<file path="config.mk">
export PLATFORM = sky130hd
export DESIGN_NAME = mc_ctrl
export DESIGN_NICKNAME = d
export VERILOG_FILES = /design/src/rtl/mc_ctrl_pkg.sv /design/src/rtl/mc_ctrl_decode.sv /design/src/rtl/mc_ctrl.sv
export SDC_FILE = /design/constraint.sdc
export NUM_CORES = 1
export LEC_CHECK = 0
export ABC_AREA = 1
export CORE_MARGIN = 4
export CORE_UTILIZATION = 49
export DETAILED_ROUTE_END_ITERATION = 8
export PLACE_DENSITY = 0.8
export SYNTH_ARGS = -nofsm -noshare
export SYNTH_HDL_FRONTEND = slang
export SYNTH_SLANG_ARGS = --single-unit
</file>
<file path="constraint.sdc">
create_clock -name clk -period 3.96 [get_ports clk]
set_input_delay 0.396 -clock clk [delete_from_list [all_inputs] [get_ports clk]]
set_output_delay 0.396 -clock clk [all_outputs]
set_load 0.02 [all_outputs]
</file>
<file path="src/rtl/mc_ctrl_pkg.sv">
// Shared encodings for the multi-cycle control unit: FSM states, trap causes,
// instruction classes and the datapath control codes (EXTOp/ALUOp/NPCOp/WDSel).
package mc_ctrl_pkg;

  typedef enum logic [2:0] {
    S_FETCH  = 3'd0,
    S_DECODE = 3'd1,
    S_EXEC   = 3'd2,
    S_MEM    = 3'd3,
    S_WB     = 3'd4,
    S_TRAP   = 3'd5
  } state_e;

  typedef enum logic [1:0] {
    CAUSE_NONE    = 2'b00,
    CAUSE_ILLEGAL = 2'b01,
    CAUSE_TIMEOUT = 2'b10
  } cause_e;

  typedef enum logic [3:0] {
    C_NONE, C_R, C_I, C_LOAD, C_STORE, C_BRANCH, C_JAL, C_JALR, C_LUI, C_AUIPC
  } cls_e;

  localparam logic [6:0] OP_R      = 7'b0110011;
  localparam logic [6:0] OP_I      = 7'b0010011;
  localparam logic [6:0] OP_LOAD   = 7'b0000011;
  localparam logic [6:0] OP_STORE  = 7'b0100011;
  localparam logic [6:0] OP_BRANCH = 7'b1100011;
  localparam logic [6:0] OP_JAL    = 7'b1101111;
  localparam logic [6:0] OP_JALR   = 7'b1100111;
  localparam logic [6:0] OP_LUI    = 7'b0110111;
  localparam logic [6:0] OP_AUIPC  = 7'b0010111;

  localparam logic [5:0] EXT_ITYPE_SHAMT = 6'b100000;
  localparam logic [5:0] EXT_ITYPE       = 6'b010000;
  localparam logic [5:0] EXT_STYPE       = 6'b001000;
  localparam logic [5:0] EXT_BTYPE       = 6'b000100;
  localparam logic [5:0] EXT_UTYPE       = 6'b000010;
  localparam logic [5:0] EXT_JTYPE       = 6'b000001;

  localparam logic [4:0] ALU_NOP   = 5'b00000;
  localparam logic [4:0] ALU_LUI   = 5'b00001;
  localparam logic [4:0] ALU_AUIPC = 5'b00010;
  localparam logic [4:0] ALU_ADD   = 5'b00011;
  localparam logic [4:0] ALU_SUB   = 5'b00100;
  localparam logic [4:0] ALU_BNE   = 5'b00101;
  localparam logic [4:0] ALU_BLT   = 5'b00110;
  localparam logic [4:0] ALU_BGE   = 5'b00111;
  localparam logic [4:0] ALU_BLTU  = 5'b01000;
  localparam logic [4:0] ALU_BGEU  = 5'b01001;
  localparam logic [4:0] ALU_SLT   = 5'b01010;
  localparam logic [4:0] ALU_SLTU  = 5'b01011;
  localparam logic [4:0] ALU_XOR   = 5'b01100;
  localparam logic [4:0] ALU_OR    = 5'b01101;
  localparam logic [4:0] ALU_AND   = 5'b01110;
  localparam logic [4:0] ALU_SLL   = 5'b01111;
  localparam logic [4:0] ALU_SRL   = 5'b10000;
  localparam logic [4:0] ALU_SRA   = 5'b10001;

  localparam logic [2:0] NPC_PLUS4  = 3'b000;
  localparam logic [2:0] NPC_BRANCH = 3'b001;
  localparam logic [2:0] NPC_JUMP   = 3'b010;
  localparam logic [2:0] NPC_JALR   = 3'b100;

  localparam logic [1:0] WD_ALU = 2'b00;
  localparam logic [1:0] WD_MEM = 2'b01;
  localparam logic [1:0] WD_PC  = 2'b10;

endpackage

</file>
<file path="src/rtl/mc_ctrl_decode.sv">
// Combinational instruction classifier: maps the IR opcode/funct fields to an
// instruction class, ALU/extend controls and an illegal-instruction flag.
module mc_decode
  import mc_ctrl_pkg::*;
(
  input  logic [6:0] op,
  input  logic [6:0] funct7,
  input  logic [2:0] funct3,
  output cls_e       cls,
  output logic [4:0] alu_op,
  output logic [5:0] ext_op,
  output logic       alu_src,
  output logic       alu_src_a,
  output logic       illegal
);

  always_comb begin
    cls       = C_NONE;
    alu_op    = ALU_NOP;
    ext_op    = 6'b000000;
    alu_src   = 1'b0;
    alu_src_a = 1'b0;
    illegal   = 1'b1;
    case (op)
      OP_R: begin
        cls     = C_R;
        illegal = 1'b0;
        case ({funct7, funct3})
          10'b0000000_000: alu_op = ALU_ADD;
          10'b0100000_000: alu_op = ALU_SUB;
          10'b0000000_111: alu_op = ALU_AND;
          10'b0000000_110: alu_op = ALU_OR;
          10'b0000000_100: alu_op = ALU_XOR;
          10'b0000000_001: alu_op = ALU_SLL;
          10'b0000000_101: alu_op = ALU_SRL;
          10'b0100000_101: alu_op = ALU_SRA;
          10'b0000000_010: alu_op = ALU_SLT;
          10'b0000000_011: alu_op = ALU_SLTU;
          default:         illegal = 1'b1;
        endcase
      end
      OP_I: begin
        cls     = C_I;
        alu_src = 1'b1;
        ext_op  = EXT_ITYPE;
        illegal = 1'b0;
        case (funct3)
          3'b000: alu_op = ALU_ADD;
          3'b010: alu_op = ALU_SLT;
          3'b011: alu_op = ALU_SLTU;
          3'b100: alu_op = ALU_XOR;
          3'b110: alu_op = ALU_OR;
          3'b111: alu_op = ALU_AND;
          3'b001: begin
            ext_op = EXT_ITYPE_SHAMT;
            alu_op = ALU_SLL;
            if (funct7 != 7'b0000000) illegal = 1'b1;
          end
          default: begin
            // funct3 101: imm[11:5] picks logical vs arithmetic right shift
            ext_op = EXT_ITYPE_SHAMT;
            if (funct7 == 7'b0000000)      alu_op = ALU_SRL;
            else if (funct7 == 7'b0100000) alu_op = ALU_SRA;
            else                           illegal = 1'b1;
          end
        endcase
      end
      OP_LOAD: begin
        cls     = C_LOAD;
        alu_op  = ALU_ADD;
        alu_src = 1'b1;
        ext_op  = EXT_ITYPE;
        illegal = (funct3 != 3'b010);
      end
      OP_STORE: begin
        cls     = C_STORE;
        alu_op  = ALU_ADD;
        alu_src = 1'b1;
        ext_op  = EXT_STYPE;
        illegal = (funct3 != 3'b010);
      end
      OP_BRANCH: begin
        cls     = C_BRANCH;
        ext_op  = EXT_BTYPE;
        illegal = 1'b0;
        case (funct3)
          3'b000:  alu_op = ALU_SUB;
          3'b001:  alu_op = ALU_BNE;
          3'b100:  alu_op = ALU_BLT;
          3'b101:  alu_op = ALU_BGE;
          3'b110:  alu_op = ALU_BLTU;
          3'b111:  alu_op = ALU_BGEU;
          default: illegal = 1'b1;
        endcase
      end
      OP_JAL: begin
        cls     = C_JAL;
        ext_op  = EXT_JTYPE;
        illegal = 1'b0;
      end
      OP_JALR: begin
        cls     = C_JALR;
        alu_op  = ALU_ADD;
        alu_src = 1'b1;
        ext_op  = EXT_ITYPE;
        illegal = (funct3 != 3'b000);
      end
      OP_LUI: begin
        cls     = C_LUI;
        alu_op  = ALU_LUI;
        alu_src = 1'b1;
        ext_op  = EXT_UTYPE;
        illegal = 1'b0;
      end
      OP_AUIPC: begin
        cls       = C_AUIPC;
        alu_op    = ALU_AUIPC;
        alu_src   = 1'b1;
        alu_src_a = 1'b1;
        ext_op    = EXT_UTYPE;
        illegal   = 1'b0;
      end
      default: ;
    endcase
  end

endmodule

</file>
<file path="src/rtl/mc_ctrl.sv">
// Multi-cycle RISC-V control FSM: sequences fetch/decode/exec/mem/writeback,
// traps on illegal instructions or memory timeouts, counts retired instructions.
module mc_ctrl
  import mc_ctrl_pkg::*;
#(
  parameter int unsigned MEM_TIMEOUT = 16,
  parameter int unsigned CNT_W       = 32
) (
  input  logic             clk,
  input  logic             rst,
  input  logic [6:0]       Op,
  input  logic [6:0]       Funct7,
  input  logic [2:0]       Funct3,
  input  logic             Zero,
  input  logic             imem_ready,
  input  logic             dmem_ready,
  output logic             IRWrite,
  output logic             PCWrite,
  output logic             RegWrite,
  output logic             MemRead,
  output logic             MemWrite,
  output logic             imem_req,
  output logic [5:0]       EXTOp,
  output logic [4:0]       ALUOp,
  output logic [2:0]       NPCOp,
  output logic             ALUSrc,
  output logic             ALUSrcA,
  output logic [1:0]       WDSel,
  output logic [2:0]       state_o,
  output logic             fault_o,
  output logic [1:0]       cause_o,
  output logic [CNT_W-1:0] instret_o
);

  localparam logic [7:0] TO_LAST = 8'(MEM_TIMEOUT - 1);

  state_e           state_q, state_d;
  cause_e           cause_q, cause_d;
  logic [7:0]       cnt_q, cnt_d;
  logic [CNT_W-1:0] instret_q, instret_d;

  cls_e       dec_cls;
  logic [4:0] dec_alu_op;
  logic [5:0] dec_ext_op;
  logic       dec_alu_src;
  logic       dec_alu_src_a;
  logic       dec_illegal;

  mc_decode u_decode (
    .op        (Op),
    .funct7    (Funct7),
    .funct3    (Funct3),
    .cls       (dec_cls),
    .alu_op    (dec_alu_op),
    .ext_op    (dec_ext_op),
    .alu_src   (dec_alu_src),
    .alu_src_a (dec_alu_src_a),
    .illegal   (dec_illegal)
  );

  always_ff @(posedge clk or posedge rst) begin
    if (rst) begin
      state_q   <= S_FETCH;
      cause_q   <= CAUSE_NONE;
      cnt_q     <= 8'd0;
      instret_q <= '0;
    end else begin
      state_q   <= state_d;
      cause_q   <= cause_d;
      cnt_q     <= cnt_d;
      instret_q <= instret_d;
    end
  end

  // A ready seen on the limit cycle is checked first, so it beats the timeout.
  always_comb begin
    state_d = state_q;
    cause_d = cause_q;
    case (state_q)
      S_FETCH: begin
        if (imem_ready) begin
          state_d = S_DECODE;
        end else if (cnt_q == TO_LAST) begin
          state_d = S_TRAP;
          cause_d = CAUSE_TIMEOUT;
        end
      end
      S_DECODE: begin
        if (dec_illegal) begin
          state_d = S_TRAP;
          cause_d = CAUSE_ILLEGAL;
        end else begin
          state_d = S_EXEC;
        end
      end
      S_EXEC: begin
        if (dec_cls == C_BRANCH)                           state_d = S_FETCH;
        else if (dec_cls == C_LOAD || dec_cls == C_STORE)  state_d = S_MEM;
        else                                               state_d = S_WB;
      end
      S_MEM: begin
        if (dmem_ready) begin
          state_d = (dec_cls == C_STORE) ? S_FETCH : S_WB;
        end else if (cnt_q == TO_LAST) begin
          state_d = S_TRAP;
          cause_d = CAUSE_TIMEOUT;
        end
      end
      S_WB:    state_d = S_FETCH;
      S_TRAP:  state_d = S_TRAP;
      default: begin
        state_d = S_TRAP;
        cause_d = CAUSE_ILLEGAL;
      end
    endcase
  end

  always_comb begin
    if (state_d != state_q)
      cnt_d = 8'd0;
    else if (state_q == S_FETCH || state_q == S_MEM)
      cnt_d = cnt_q + 8'd1;
    else
      cnt_d = 8'd0;
    instret_d = instret_q + {{(CNT_W-1){1'b0}}, PCWrite};
  end

  // Everything is held at 0 while rst is high so a reset mid-instruction
  // cannot let a write strobe leak through before the state register settles.
  always_comb begin
    IRWrite  = 1'b0;
    PCWrite  = 1'b0;
    RegWrite = 1'b0;
    MemRead  = 1'b0;
    MemWrite = 1'b0;
    imem_req = 1'b0;
    EXTOp    = 6'b000000;
    ALUOp    = ALU_NOP;
    NPCOp    = NPC_PLUS4;
    ALUSrc   = 1'b0;
    ALUSrcA  = 1'b0;
    WDSel    = WD_ALU;
    if (!rst) begin
      if (state_q == S_EXEC || state_q == S_MEM || state_q == S_WB) begin
        EXTOp   = dec_ext_op;
        ALUOp   = dec_alu_op;
        ALUSrc  = dec_alu_src;
        ALUSrcA = dec_alu_src_a;
      end
      case (state_q)
        S_FETCH: begin
          imem_req = 1'b1;
          IRWrite  = imem_ready;
        end
        S_EXEC: begin
          if (dec_cls == C_BRANCH) begin
            PCWrite = 1'b1;
            NPCOp   = Zero ? NPC_BRANCH : NPC_PLUS4;
          end
        end
        S_MEM: begin
          MemRead  = (dec_cls == C_LOAD);
          MemWrite = (dec_cls == C_STORE);
          PCWrite  = (dec_cls == C_STORE) && dmem_ready;
        end
        S_WB: begin
          RegWrite = 1'b1;
          PCWrite  = 1'b1;
          if (dec_cls == C_LOAD)                             WDSel = WD_MEM;
          else if (dec_cls == C_JAL || dec_cls == C_JALR)    WDSel = WD_PC;
          if (dec_cls == C_JAL)                              NPCOp = NPC_JUMP;
          else if (dec_cls == C_JALR)                        NPCOp = NPC_JALR;
        end
        default: ;
      endcase
    end
  end

  assign state_o   = state_q;
  assign fault_o   = (state_q == S_TRAP) && !rst;
  assign cause_o   = cause_q;
  assign instret_o = instret_q;

endmodule

</file>
# Yosys cells after proc, flatten, opt, wreduce, memory -nomap -nowiden
# Cells that the tools add are included.
# word_totals
register_bits,45
inputBits,22
output_inout_bits,62
word_cells,138
# classes
n_addsub,2
eq_ne,42
n_mux,64
bitwise,1
reduce_logical,25
# op_table
operator,n
5-bit case mux with 10 select lines,1
10-bit by 3-bit == test with 1-bit output (second input constant),4
4-bit case mux with 9 select lines,1
6-bit case mux with 6 select lines,1
5-bit case mux with 7 select lines,1
32-bit by 1-bit adder with 32-bit output,1
3-bit 2-to-1 mux,10
5-bit case mux with 6 select lines,1
7-bit by 6-bit == test with 1-bit output (second input constant),4
1-bit 2-to-1 mux,25
4-bit case mux with 6 select lines,1
7-bit == test (second input constant),3
10-bit by 2-bit == test with 1-bit output (second input constant),2
10-bit by 9-bit == test with 1-bit output (second input constant),2
5-bit 2-to-1 mux,4
3-bit == test (second input constant),6
6-bit 2-to-1 mux,3
6-bit OR reduction,3
4-bit by 3-bit == test with 1-bit output (second input constant),4
2-bit 2-to-1 mux,8
8-bit 2-to-1 mux,2
3-bit case mux with 5 select lines,1
7-bit by 5-bit == test with 1-bit output (second input constant),2
3-bit by 2-bit == test with 1-bit output (second input constant),4
27 further kinds,40

# Depth between registers and ports, before layout
# Gate-level depths: netlist of run 1.
# depth
depth_word,9
mapped_depth,26

# Modules after synthesis
# A second synthesis of run 1 with hierarchy kept.
# hier_totals
cells_unflattened,480
area_unflattened_um2,3300.7
# by_module_without_submodules
module,n_inst,cells_per_inst,area_per_inst_um2,seq_area_each_um2
mc_ctrl,1,333,2602.5,1126.1
mc_decode,1,147,698.2,0.0

# Least setup slack after synthesis of run 1
# No wires, ideal clock.
# synth_path
path_kind,input-to-reg
startpoint,in rst
endpoint,"reg instret_q[30], in the netlist instret_o[30]"
setup_ns,0.129
arrival_ns,3.328
setup_slack_ns,0.503
path_stages,15
path_buffers,0
cell_sequence,inv_1 nand2_1 inv_1 ha_1 ha_1 nand3_2 nor2_2 nand3_2 nor2_2 nand2_1 nor3b_2 nand2_2 nor2_2 nand4_1 xnor2_1
# synth_via
elab_chain_len,2
# synth_lines
element,line,text
from (decl),mc_ctrl.sv:10,"input logic rst,"
1-bit 2-to-1 mux,mc_ctrl.sv:143,if (!rst) begin
via PCWrite,mc_ctrl.sv:18,"output logic PCWrite,"
32-bit by 1-bit adder with 32-bit output,mc_ctrl.sv:125,"instret_d = instret_q + {{(CNT_W-1){1'b0}}, PCWrite};"
via instret_d[30],mc_ctrl.sv:40,"logic [CNT_W-1:0] instret_q, instret_d;"
to (signal assigned),mc_ctrl.sv:71,instret_q <= instret_d;
to (decl),mc_ctrl.sv:40,
# The timed path passes the listed nets, and every way through them passes these cells.
# A chain may end at the register's enable or synchronous reset.

# Final worst setup path of run 1
# layout_path
startpoint,in Op[1]
endpoint,"reg instret_q[30], in the netlist instret_o[30]"
# layout_via
elab_chain_len,7
elab_cells_between_ends,17
cone_classes,add/sub (1); eq/ne (11); mux (4); reduce/logical (1)
# layout_lines
element,line,text
from (decl),mc_ctrl.sv:11,"input logic [6:0] Op,"
7-bit by 5-bit == test with 1-bit output (tied with other cells),mc_ctrl_decode.sv:24,case (op)
4-bit case mux with 9 select lines (*),mc_ctrl_decode.sv:24,
"4-bit by 3-bit == test with 1-bit output, on equally long branches","mc_ctrl.sv:156, mc_ctrl.sv:164",
1-bit 2-to-1 mux / 1-bit logical AND (equally long branches),"mc_ctrl.sv:156, mc_ctrl.sv:164",
1-bit case mux with 3 select lines (*),mc_ctrl.sv:150,case (state_q)
1-bit 2-to-1 mux (*),mc_ctrl.sv:143,
32-bit by 1-bit adder with 32-bit output (*),mc_ctrl.sv:125,
via instret_d[30],mc_ctrl.sv:40,
# Mark *: on every way through the listed nets, which the timed path passes. The rest lies on a longest branch.

==> results of run 1 <==
[final timing paths]
kind / cells after the start / slack (ps) / endpoint
hold reg to reg: 1 / 480 / instret_o[31]$_DFF_PP0_
setup reg to reg: 20 / 780 / instret_o[30]$_DFF_PP0_
hold / removal: 1 / 480 / instret_o[31]$_DFF_PP0_
max in group asynchronous: 3 / 2750 / cnt_q[4]$_DFF_PP0_
setup / recovery: 27 / 330 / instret_o[30]$_DFF_PP0_
min in group asynchronous: 3 / 830 / instret_o[6]$_DFF_PP0_
[sequential cells by signal, indices dropped and copies added, names as in the netlist]
register   flops
instret_o     32
cnt_q          8
state_o        3
cause_o        2
[metrics by stage]
stage	instances	total power [mW]
6_report	598	1.43
4_1_cts	598	1.44
5_1_grt	598	1.54
3_5_place_dp	590	1.16
2_1_floorplan	429	0.935
3_3_place_gp	590	1.15
[critical path, delay by kind of cell]
| kind | cells | cell delay (ps) |
|---|---|---|
| simple gates | 18 | 2000 |
| buf+inv | 6 | 880 |
| fa+ha+maj | 2 | 350 |
| xor+xnor | 1 | 160 |
[cell type report]
cell class	count	area [um^2]	share of cell area (%)
clock buffer	6	72.6	1.76
clock inverter	2	10.0	0.243
inverter	62	233	5.66
multi-input combinational	319	1700	41.4
sequential	45	1130	27.4
tap	75	93.8	2.28
timing repair buffer	89	876	21.3
[kinds of logic after synthesis]
group | count (synthesis)
AO/OA/AOI/OAI | 27
XOR/XNOR | 25
adder cells (fa/ha/maj) | 3
buffers and inverters | 65
flip-flops | 45
AND/OR/NAND/NOR | 264
[power by group]
group,internal [mW],total [mW],switching (mW),leakage [nW]
sequential,0.513,0.566,0.0529,0.586
clock,0.122,0.273,0.150,0.0450
combinational,0.226,0.592,0.366,1.26
[cells in the mapped netlist, types with 2 or more instances]
master    number  area, um^2
nor3_1        20         100
buf_2          2        10.0
nor2_2        18         113
dfrtp_1       45        1130
nand2_2        7        43.8
nand3_1       30         150
a31oi_1        3        18.8
nor2_4         3        33.8
nand3b_1       5        37.5
nand3_2        3        30.0
a41oi_1        2        17.5
o21ai_0        6        30.0
or2_2          2        12.5
xor2_1        16         140
nand2_1       76         285
nor4_1         5        31.3
inv_2          5        18.8
xnor2_1        9        78.8
ha_1           3        37.5
inv_1         57         214
a21oi_1       10        50.1
nand4_1       11        68.8
nor2_1        78         293
[routing by layer]
layer | wire [um] | vias to the layer above
met1 | 3580 | 1414
li1 | - | 1557
met4 | 126 | 0
met5 | 0 | -
met2 | 3780 | 97
met3 | 498 | 17
[timing repair]
| action | in CTS | in global routing |
|---|---|---|
| hold buffers | 0 | 0 |
| endpoints found under the setup margin | 0 | 3 |
| resized for setup | 0 | 3 |
==> reports/results.txt, run 1 <==
Vias - 3,085
Worst EP arrival - 3820 ps
Min Tclk post-route - 3630 ps
Design area - 4110 um^2
Commonest non-fill, non-tap cell in the layout - clkdlybuf4s50_1
CP endpoint kind - register
Sink Count - 45
Post-synth ARST share - 100%
H-tree levels - 2
Avg WL per Cell - 13.4 um
Worst setup path startpoint - Op[1]
Rows - 28
# setup viols final - 0
Critical Path Slowest Stage Cell - clkdlybuf4s50_1
CP most frequent cell - inv_1
Ant diodes - 0
Total die area - 7590 um^2
Initial antenna violation count - 0
Post-synth EDFFs - 0
Layout cells sized above 1 - 11.7%
Syn Nets - 454
Fin Hold WS - 481 ps
Mapped Cells - 429
Port Buf Inserts - 83
Fillcell total - 517
Util after Layout - 68.7%
Initial Util - 51.2%
Dpl hpwl - 6430 um
Synthesis Warnings - 0
Antenna viol nets, final - 0
Yosys reg bits - 45
Crit-path max FO - 4
Num ports - 84
Global Route Usage Sum - 21.7%
Worst-path clk slew - 80 ps
Post-Syn Area - 3070 um^2
CTS buffer count - 5
Most frequent cells in the layout - clkdlybuf4s50_1, nand2_1, nor2_1
Relative slew slack - 61.5%
FF-to-FF Start - state_o[1]$_DFF_PP0_
Worst setup margin - 326 ps
Vias per inst - 5.16
Maximum VDD drop - 355 uV
Largest net degree at the start of global routing - 47
Final Hold Vio Count - 0
Power density over the cells - 348 nW/um^2
CP peak stage delay - 490 ps
Area delta synth->final - 34.1%
Vias in the first global route - 2,940
Root Driver - clkbuf_8
First-pass GRT wire length - 13,300 um
Synth Area in Adders - 1.22%
Compound-Gate Fraction of Synth Area - 5.42%
Synthesized area per cell - 7.15 um^2
Leakage power - 1.90 nW
Met2 usage - 34.4%
Placed Area - 4020 um^2
Core ar. - 5990 um^2
Initial DRC count - 222
Number of max-cap violations - 0
Die height - 87.1 um
Worst slew pin tran - 577 ps
Grt met3 use - 5.58%
Setup CP Type - primary input to register
Simple-Gate Fraction of Synth Area - 41.4%
Worst Hold Launch - instret_o[31]$_DFF_PP0_
Setup tns final - 0 ps
Pins Over Slew Limit - 0
Critical Path RT - 4140 ps
Worst Hold Class - register to register
Largest family of logic cells by synthesized area - simple AND/OR/NAND/NOR gates
Post-route DRC - 0
Netlist cell types - 36
Worst skew pair latency - 300 ps
Routed Wire Length - 7990 um
Status - finished clean
Dpl ws - -32.2 ps
Main synth FF type - dfrtp_1
Die extent in x - 87.1 um
Mux cell area share after synthesis - 0%
CP startpoint kind - primary input
Post-CTS setup buffer count - 0
Met1 GRT Util - 30.0%
GP Congestion - 0.926
Fin nets - 547
TritonRoute pass-1 iters - 4
CTS Buffer Depth - 2
Clk_skew - 6.86 ps
Maximum clock rate - 0.275 GHz
Gr ovfl total - 0
Sequential area share after synthesis - 36.7%
Synth Area in XOR/XNOR - 7.14%
Most used routing layer - met2
CTS tree - built
Final period util - 91.8%
No activity file was read; power rests on OpenSTA's default activity.
==> run 2: changes to the inputs <==
CORE_MARGIN = 10   (was 4)
==> run 2 against run 1 <==
- via count increased by 2.0%
- clock-buffer cell count fell by 1
- hold slack got worse by 9.7 ps
- highest routed layer unchanged
- largest power group unchanged
- final area increased by 1.9%
- combinational power up 0.7%
- flip-flop and latch count unchanged
==> reports/results.txt, run 2 (synthesized netlist as in run 1, its figures left out) <==
Status - finished clean
Hold depth - 1 (unchanged)
Min-Delay Endpoint - instret_o[31]$_DFF_PP0_
Maximum VDD drop - 341 uV (-3.7%)
Worst skew pair latency - 300 ps (about the same)
FF/Latch Area - 1130 um^2 (unchanged)
Initial DRC count - 216 (-2.7%)
First-pass GRT wire length - 13,800 um (+3.5%)
FF-to-FF Start - state_o[1]$_DFF_PP0_
CP peak stage delay - 490 ps (about the same)
RR Endpoint - instret_o[30]$_DFF_PP0_
Die extent in x - 99.1 um (+14%)
Worst setup margin - 335 ps (+8.68 ps)
CP startpoint kind - primary input
Largest net degree at the start of global routing - 47 (unchanged)
Leakage power - 1.92 nW (+1.4%)
Max FFs per register - 32 (unchanged)
Post-route DRC - 0 (unchanged)
Worst slew pin tran - 562 ps (-14.9 ps)
Crit-path max FO - 4 (unchanged)
Worst-path clk slew - 90 ps (about the same)
Final period util - 91.5% (-0.22 points)
Commonest non-fill, non-tap cell in the layout - clkdlybuf4s50_1
Antenna viol nets, final - 0 (unchanged)
Pins Over Slew Limit - 0 (unchanged)
CTS Buffer Depth - 2 (unchanged)
Layout cells sized above 1 - 12.9% (+1.3 points)
Worst Hold Class - register to register
Die height - 99.1 um (+14%)
Critical Path RT - 4150 ps (about the same)
Area delta synth->final - 36.6%
R2R depth - 20 (unchanged)
Global Route Usage Sum - 16.5% (-5.2 points)
Dpl hpwl - 6790 um (+5.6%)
Worst Hold Launch - instret_o[31]$_DFF_PP0_
Total die area - 9830 um^2 (+29%)
Fillcell total - 493 (-4.6%)
Ant diodes - 0 (unchanged)
Most frequent cells in the layout - clkdlybuf4s50_1, nand2_1, nor2_1
Num ports - 84 (unchanged)
Avg WL per Cell - 14.1 um (+5.9%)
Final Hold Vio Count - 0 (unchanged)
Port Buf Inserts - 83 (unchanged)
GP Congestion - 0.914 (-1.2%)
Core ar. - 5990 um^2 (unchanged)
Relative slew slack - 62.5% (+0.99 points)
Initial Util - 51.2% (unchanged)
Power density over the cells - 357 nW/um^2 (+2.7%)
Multi-input logic area - 1730 um^2 (+1.5%)
Sink Count - 45 (unchanged)
Initial antenna violation count - 0 (unchanged)
Clk_skew - 11.0 ps (+4.19 ps)
Number of max-cap violations - 0 (unchanged)
Worst EP arrival - 3820 ps (about the same)
Maximum clock rate - 0.276 GHz (+0.24%)
Critical Path Slowest Stage Cell - clkdlybuf4s50_1
Routed Wire Length - 8500 um (+6.4%)
Util after Layout - 69.9% (+1.3 points)
CTS tree - built
H-tree levels - 2 (unchanged)
Setup CP Type - primary input to register
Rows - 28 (unchanged)
Root Driver - clkbuf_8
Vias per inst - 5.24 (+1.5%)
Vias - 3,147 (+2.0%)
TritonRoute pass-1 iters - 5 (+1)
Gr ovfl total - 0 (unchanged)
Vias in the first global route - 2,893 (-1.6%)
Dpl ws - -7.77 ps (+24.5 ps)
Fin nets - 551 (+0.73%)
CTS buffer count - 5 (unchanged)
CP most frequent cell - inv_1
Min Tclk post-route - 3630 ps (-8.68 ps)
Reg2Reg Setup Slack - 830 ps (+50 ps)
CP endpoint kind - register
# setup viols final - 0 (unchanged)
-- run 2: worst max-delay path: cells and delay by family --
kind	cells	cell delay, ps
AND/OR/NAND/NOR	18	1980
XOR/XNOR	1	140
buffers and inverters	6	910
adder cells (fa/ha/maj)	2	370
-- run 2: repair_timing --
item                                    4_1_cts  5_1_grt
setup buffers                                 0        2
hold buffers                                  0        0
endpoints found under the setup margin        0        5
gates resized for setup                       0        9
-- run 2: how the worst max path moves through the flow --
stage	start	to	slack [ps]	cells after the start
after CTS	Op[6]	instret_o[30]$_DFF_PP0_	290	26
after global placement	Op[5]	instret_o[30]$_DFF_PP0_	60	21
final	Op[1]	instret_o[30]$_DFF_PP0_	330	27
after floorplan	rst	instret_o[30]$_DFF_PP0_	500	15
after detailed placement	Op[6]	instret_o[30]$_DFF_PP0_	-8	26
after global routing	Op[0]	instret_o[30]$_DFF_PP0_	-10	26
-- run 2: per-layer routing --
layer  vias to the layer above  GRT usage (%)  routed length (um)
li1                       1571              -                   -
met1                      1445           21.4                3630
met2                       120           26.1                4020
met3                        11           5.12                 725
met4                         0           3.86                 125
met5                         -              0                   0
-- run 2: layout make-up --
type                    instances  area share, %
clock buffers                   5           1.64
multi-input cells             319           41.2
well taps                      75           2.24
clock inverters                 2          0.836
repair buffers                 93           21.6
flip-flops and latches         45           26.9
inverters                      62           5.55
-- run 2: metrics by stage --
step	TNS [ps]	cell area (um^2)	hold slack [ps]	total power [mW]	cells
finish	0	4190	471	1.50	601
global route	-13.8	4190	490	1.59	601
CTS	0	4140	479	1.51	599
detailed placement	-7.77	4040	467	1.16	592
global placement	0	4040	461	1.16	592
floorplan	0	3070	520	0.935	429
-- run 2: power breakdown --
| part | switching [mW] | internal (mW) | leakage (nW) |
|---|---|---|---|
| Combinational | 0.370 | 0.226 | 1.28 |
| Clock | 0.151 | 0.184 | 0.0540 |
| Sequential | 0.0530 | 0.513 | 0.586 |
| Total | 0.574 | 0.923 | 1.92 |
==> run 3: changes to the inputs <==
ABC_AREA = default   (was 1)
CORE_UTILIZATION = 47   (was 49)
PLACE_DENSITY = 0.79   (was 0.8)
==> run 3 against run 2 <==
- synthesized area fell by 10%
- combinational power fell by 51%
- clock power rose by 2%
- die area fell by 5.3%
- sequential power fell by 6.0%
- critical path type unchanged
==> reports/results.txt, run 3 <==
Global Route Usage Sum - 16.2% (-0.28 points)
R2R depth - 9 (-55%)
Ant diodes - 0 (unchanged)
Post-route DRC - 0 (unchanged)
CP startpoint kind - primary input
Gr ovfl total - 0 (unchanged)
Number of max-cap violations - 0 (unchanged)
Util after Layout - 67.5% (-2.4 points)
Post-Syn Area - 2750 um^2 (-10%)
Fin Hold WS - 467 ps (-4.41 ps)
Synthesized area per cell - 8.92 um^2 (+25%)
Sink Count - 45 (unchanged)
Worst skew pair latency - 300 ps (about the same)
Vias in the first global route - 2,535 (-12%)
Yosys reg bits - 45 (unchanged)
Final period util - 88.3% (-3.3 points)
Placed Area - 3650 um^2 (-9.5%)
Sw Ratio - 30.3% (-8.0 points)
Fin nets - 416 (-25%)
CTS tree - built
Total die area - 9310 um^2 (-5.3%)
Area leader, netlist - dfrtp_1
Design area - 3760 um^2 (-10%)
Syn Nets - 333 (-27%)
GP Congestion - 0.908 (-0.66%)
Vias - 2,593 (-18%)
Area delta synth->final - 37.0%
Worst Hold Class - register to register
CTS buffer count - 5 (unchanged)
Leading cell types by total area after synthesis - dfrtp_1, xnor2_1, nor2_1
Crit-path max FO - 10 (+6)
Post-synth top area share - 41.0% (+4.3 points)
Die height - 96.5 um (-2.7%)
First-pass GRT wire length - 12,200 um (-11%)
Combinational Power Share - 25.1% (-15 points)
Worst Setup EP - instret_o[28]$_DFF_PP0_
Post-synth EDFFs - 0 (unchanged)
Max FFs per register - 32 (unchanged)
FF-to-FF Start - state_o[0]$_DFF_PP0_
# setup viols final - 0 (unchanged)
Port Buf Inserts - 83 (unchanged)
Sequential area share after synthesis - 41.0% (+4.3 points)
Relative slew slack - 54.5% (-8.0 points)
Commonest cells post-synth - dfrtp_1, nor2_1, nand2_1, xnor2_1, nand3_1
Switching pwr - 354 uW (-38%)
Clk pwr share - 29.3% (+6.9 points)
Setup CP Type - primary input to register
Critical Path RT - 4130 ps (-20 ps)
Dpl hpwl - 5870 um (-14%)
Initial antenna violation count - 0 (unchanged)
H-tree levels - 2 (unchanged)
Final Hold Vio Count - 0 (unchanged)
Worst slew pin tran - 665 ps (+103 ps)
Initial DRC count - 95 (-56%)
Power density over the cells - 310 nW/um^2 (-13%)
Post-synth ARST share - 100% (unchanged)
Post-CTS setup buffer count - 0 (unchanged)
Main synth FF type - dfrtp_1
Setup tns final - 0 ps (unchanged)
Clk_skew - 15.1 ps (+4.01 ps)
Largest net degree at the start of global routing - 46 (-2.1%)
Routed Wire Length - 7560 um (-11%)
Synthesis Warnings - 0 (unchanged)
Num ports - 84 (unchanged)
Vias per inst - 5.59 (+6.7%)
Leakage power - 1.54 nW (-20%)
Netlist cell types - 52 (+44%)
P_int - 813 uW (-12%)
TritonRoute pass-1 iters - 4 (-1)
Fillcell total - 471 (-4.5%)
Worst EP arrival - 3670 ps (-150 ps)
RR Endpoint - instret_o[28]$_DFF_PP0_
Top-count cell post-synth - dfrtp_1
Avg WL per Cell - 16.3 um (+15%)
Antenna viol nets, final - 0 (unchanged)
Status - finished clean
Layout cells sized above 1 - 5.36% (-7.6 points)
Commonest non-fill, non-tap cell in the layout - clkdlybuf4s50_1
CTS Buffer Depth - 2 (unchanged)
CP endpoint kind - register
# resized after CTS - 0 (unchanged)
Most frequent cells in the layout - clkdlybuf4s50_1, dfrtp_1, nor2_1
Worst-path clk slew - 70 ps (-20 ps)
Reg2Reg Setup Slack - 1010 ps (+180 ps)
RSZ-0062 raised after global routing - false
Core ar. - 5570 um^2 (-7.0%)
Min Tclk post-route - 3500 ps (-129 ps)
Pins Over Slew Limit - 0 (unchanged)
Sequential fraction of design power - 45.6% (+7.8 points)
Die extent in x - 96.5 um (-2.7%)
Worst setup path startpoint - Op[4]
Initial Util - 49.3% (-1.9 points)
Maximum clock rate - 0.286 GHz (+3.7%)
Rows - 27 (-3.6%)
Root Driver - clkbuf_8
Maximum VDD drop - 225 uV (-34%)
Mapped Cells - 308 (-28%)
CTS Hold Bufs - 0 (unchanged)
-- run 3: power groups by stage --
stage	clock (mW)	sequential [mW]	combinational, mW
final	0.342	0.532	0.292
after global routing	0.376	0.541	0.317
after CTS	0.354	0.532	0.296
after detailed placement	0	0.541	0.294
after global placement	0	0.540	0.290
after floorplan	0	0.554	0.143
-- run 3: cell families (layout without fill, tap and decap cells) --
kind of cell | Yosys count | count (layout) | synth area share, %
compound gates | 50 | 50 | 12.6
xor+xnor | 37 | 37 | 11.8
fa+ha+maj | 3 | 3 | 1.37
buf+inv | 23 | 107 | 3.60
flops | 45 | 45 | 41.0
simple gates | 150 | 150 | 29.7
-- run 3: how the worst min path moves through the flow --
| stage | start | endpoint | slack, ps | cells after the start |
|---|---|---|---|---|
| CTS | cnt_q[0]$_DFF_PP0_ | cnt_q[0]$_DFF_PP0_ | 470 | 1 |
| global route | cnt_q[0]$_DFF_PP0_ | cnt_q[0]$_DFF_PP0_ | 500 | 1 |
| finish | cnt_q[0]$_DFF_PP0_ | cnt_q[0]$_DFF_PP0_ | 470 | 1 |
| global placement | cnt_q[0]$_DFF_PP0_ | cnt_q[0]$_DFF_PP0_ | 450 | 1 |
| detailed placement | cnt_q[0]$_DFF_PP0_ | cnt_q[0]$_DFF_PP0_ | 460 | 1 |
| floorplan | cnt_q[0]$_DFF_PP0_ | cnt_q[0]$_DFF_PP0_ | 430 | 1 |
-- run 3: layout make-up --
| cell class | count | area, um^2 | area share, % |
|---|---|---|---|
| clock buffer | 6 | 72.6 | 1.93 |
| clock inverter | 2 | 38.8 | 1.03 |
| inverter | 10 | 37.5 | 0.997 |
| multi-input combinational | 240 | 1520 | 40.5 |
| sequential | 45 | 1130 | 29.9 |
| tap | 72 | 90.1 | 2.39 |
| timing repair buffer | 89 | 876 | 23.3 |
-- run 3: per-stage QoR --
stage          total power, mW  setup slack, ps  std cells
2_1_floorplan            0.697              573        308
3_3_place_gp             0.829              274        456
3_5_place_dp             0.835              175        456
4_1_cts                   1.18              475        464
5_1_grt                   1.23              157        464
6_report                  1.17              464        464
-- run 3: routing by layer --
metal  up-vias  global-route usage, %  wire length [um]
met5         -                      0                 0
met4         0                   5.08               113
met3        11                   4.55               591
met2        83                   26.8              3650
met1      1243                   20.0              3210
li1       1256                      -                 -
-- run 3: critical path, stage by stage --
cell and delay [ps]:
clkdlybuf4s50_1 560, nand3b_1 300, or3_1 390, o22a_1 210
o31ai_1 340, ha_1 240, ha_1 230, nand4_1 250
nor3_1 440, nand3_1 160, xnor2_1 150
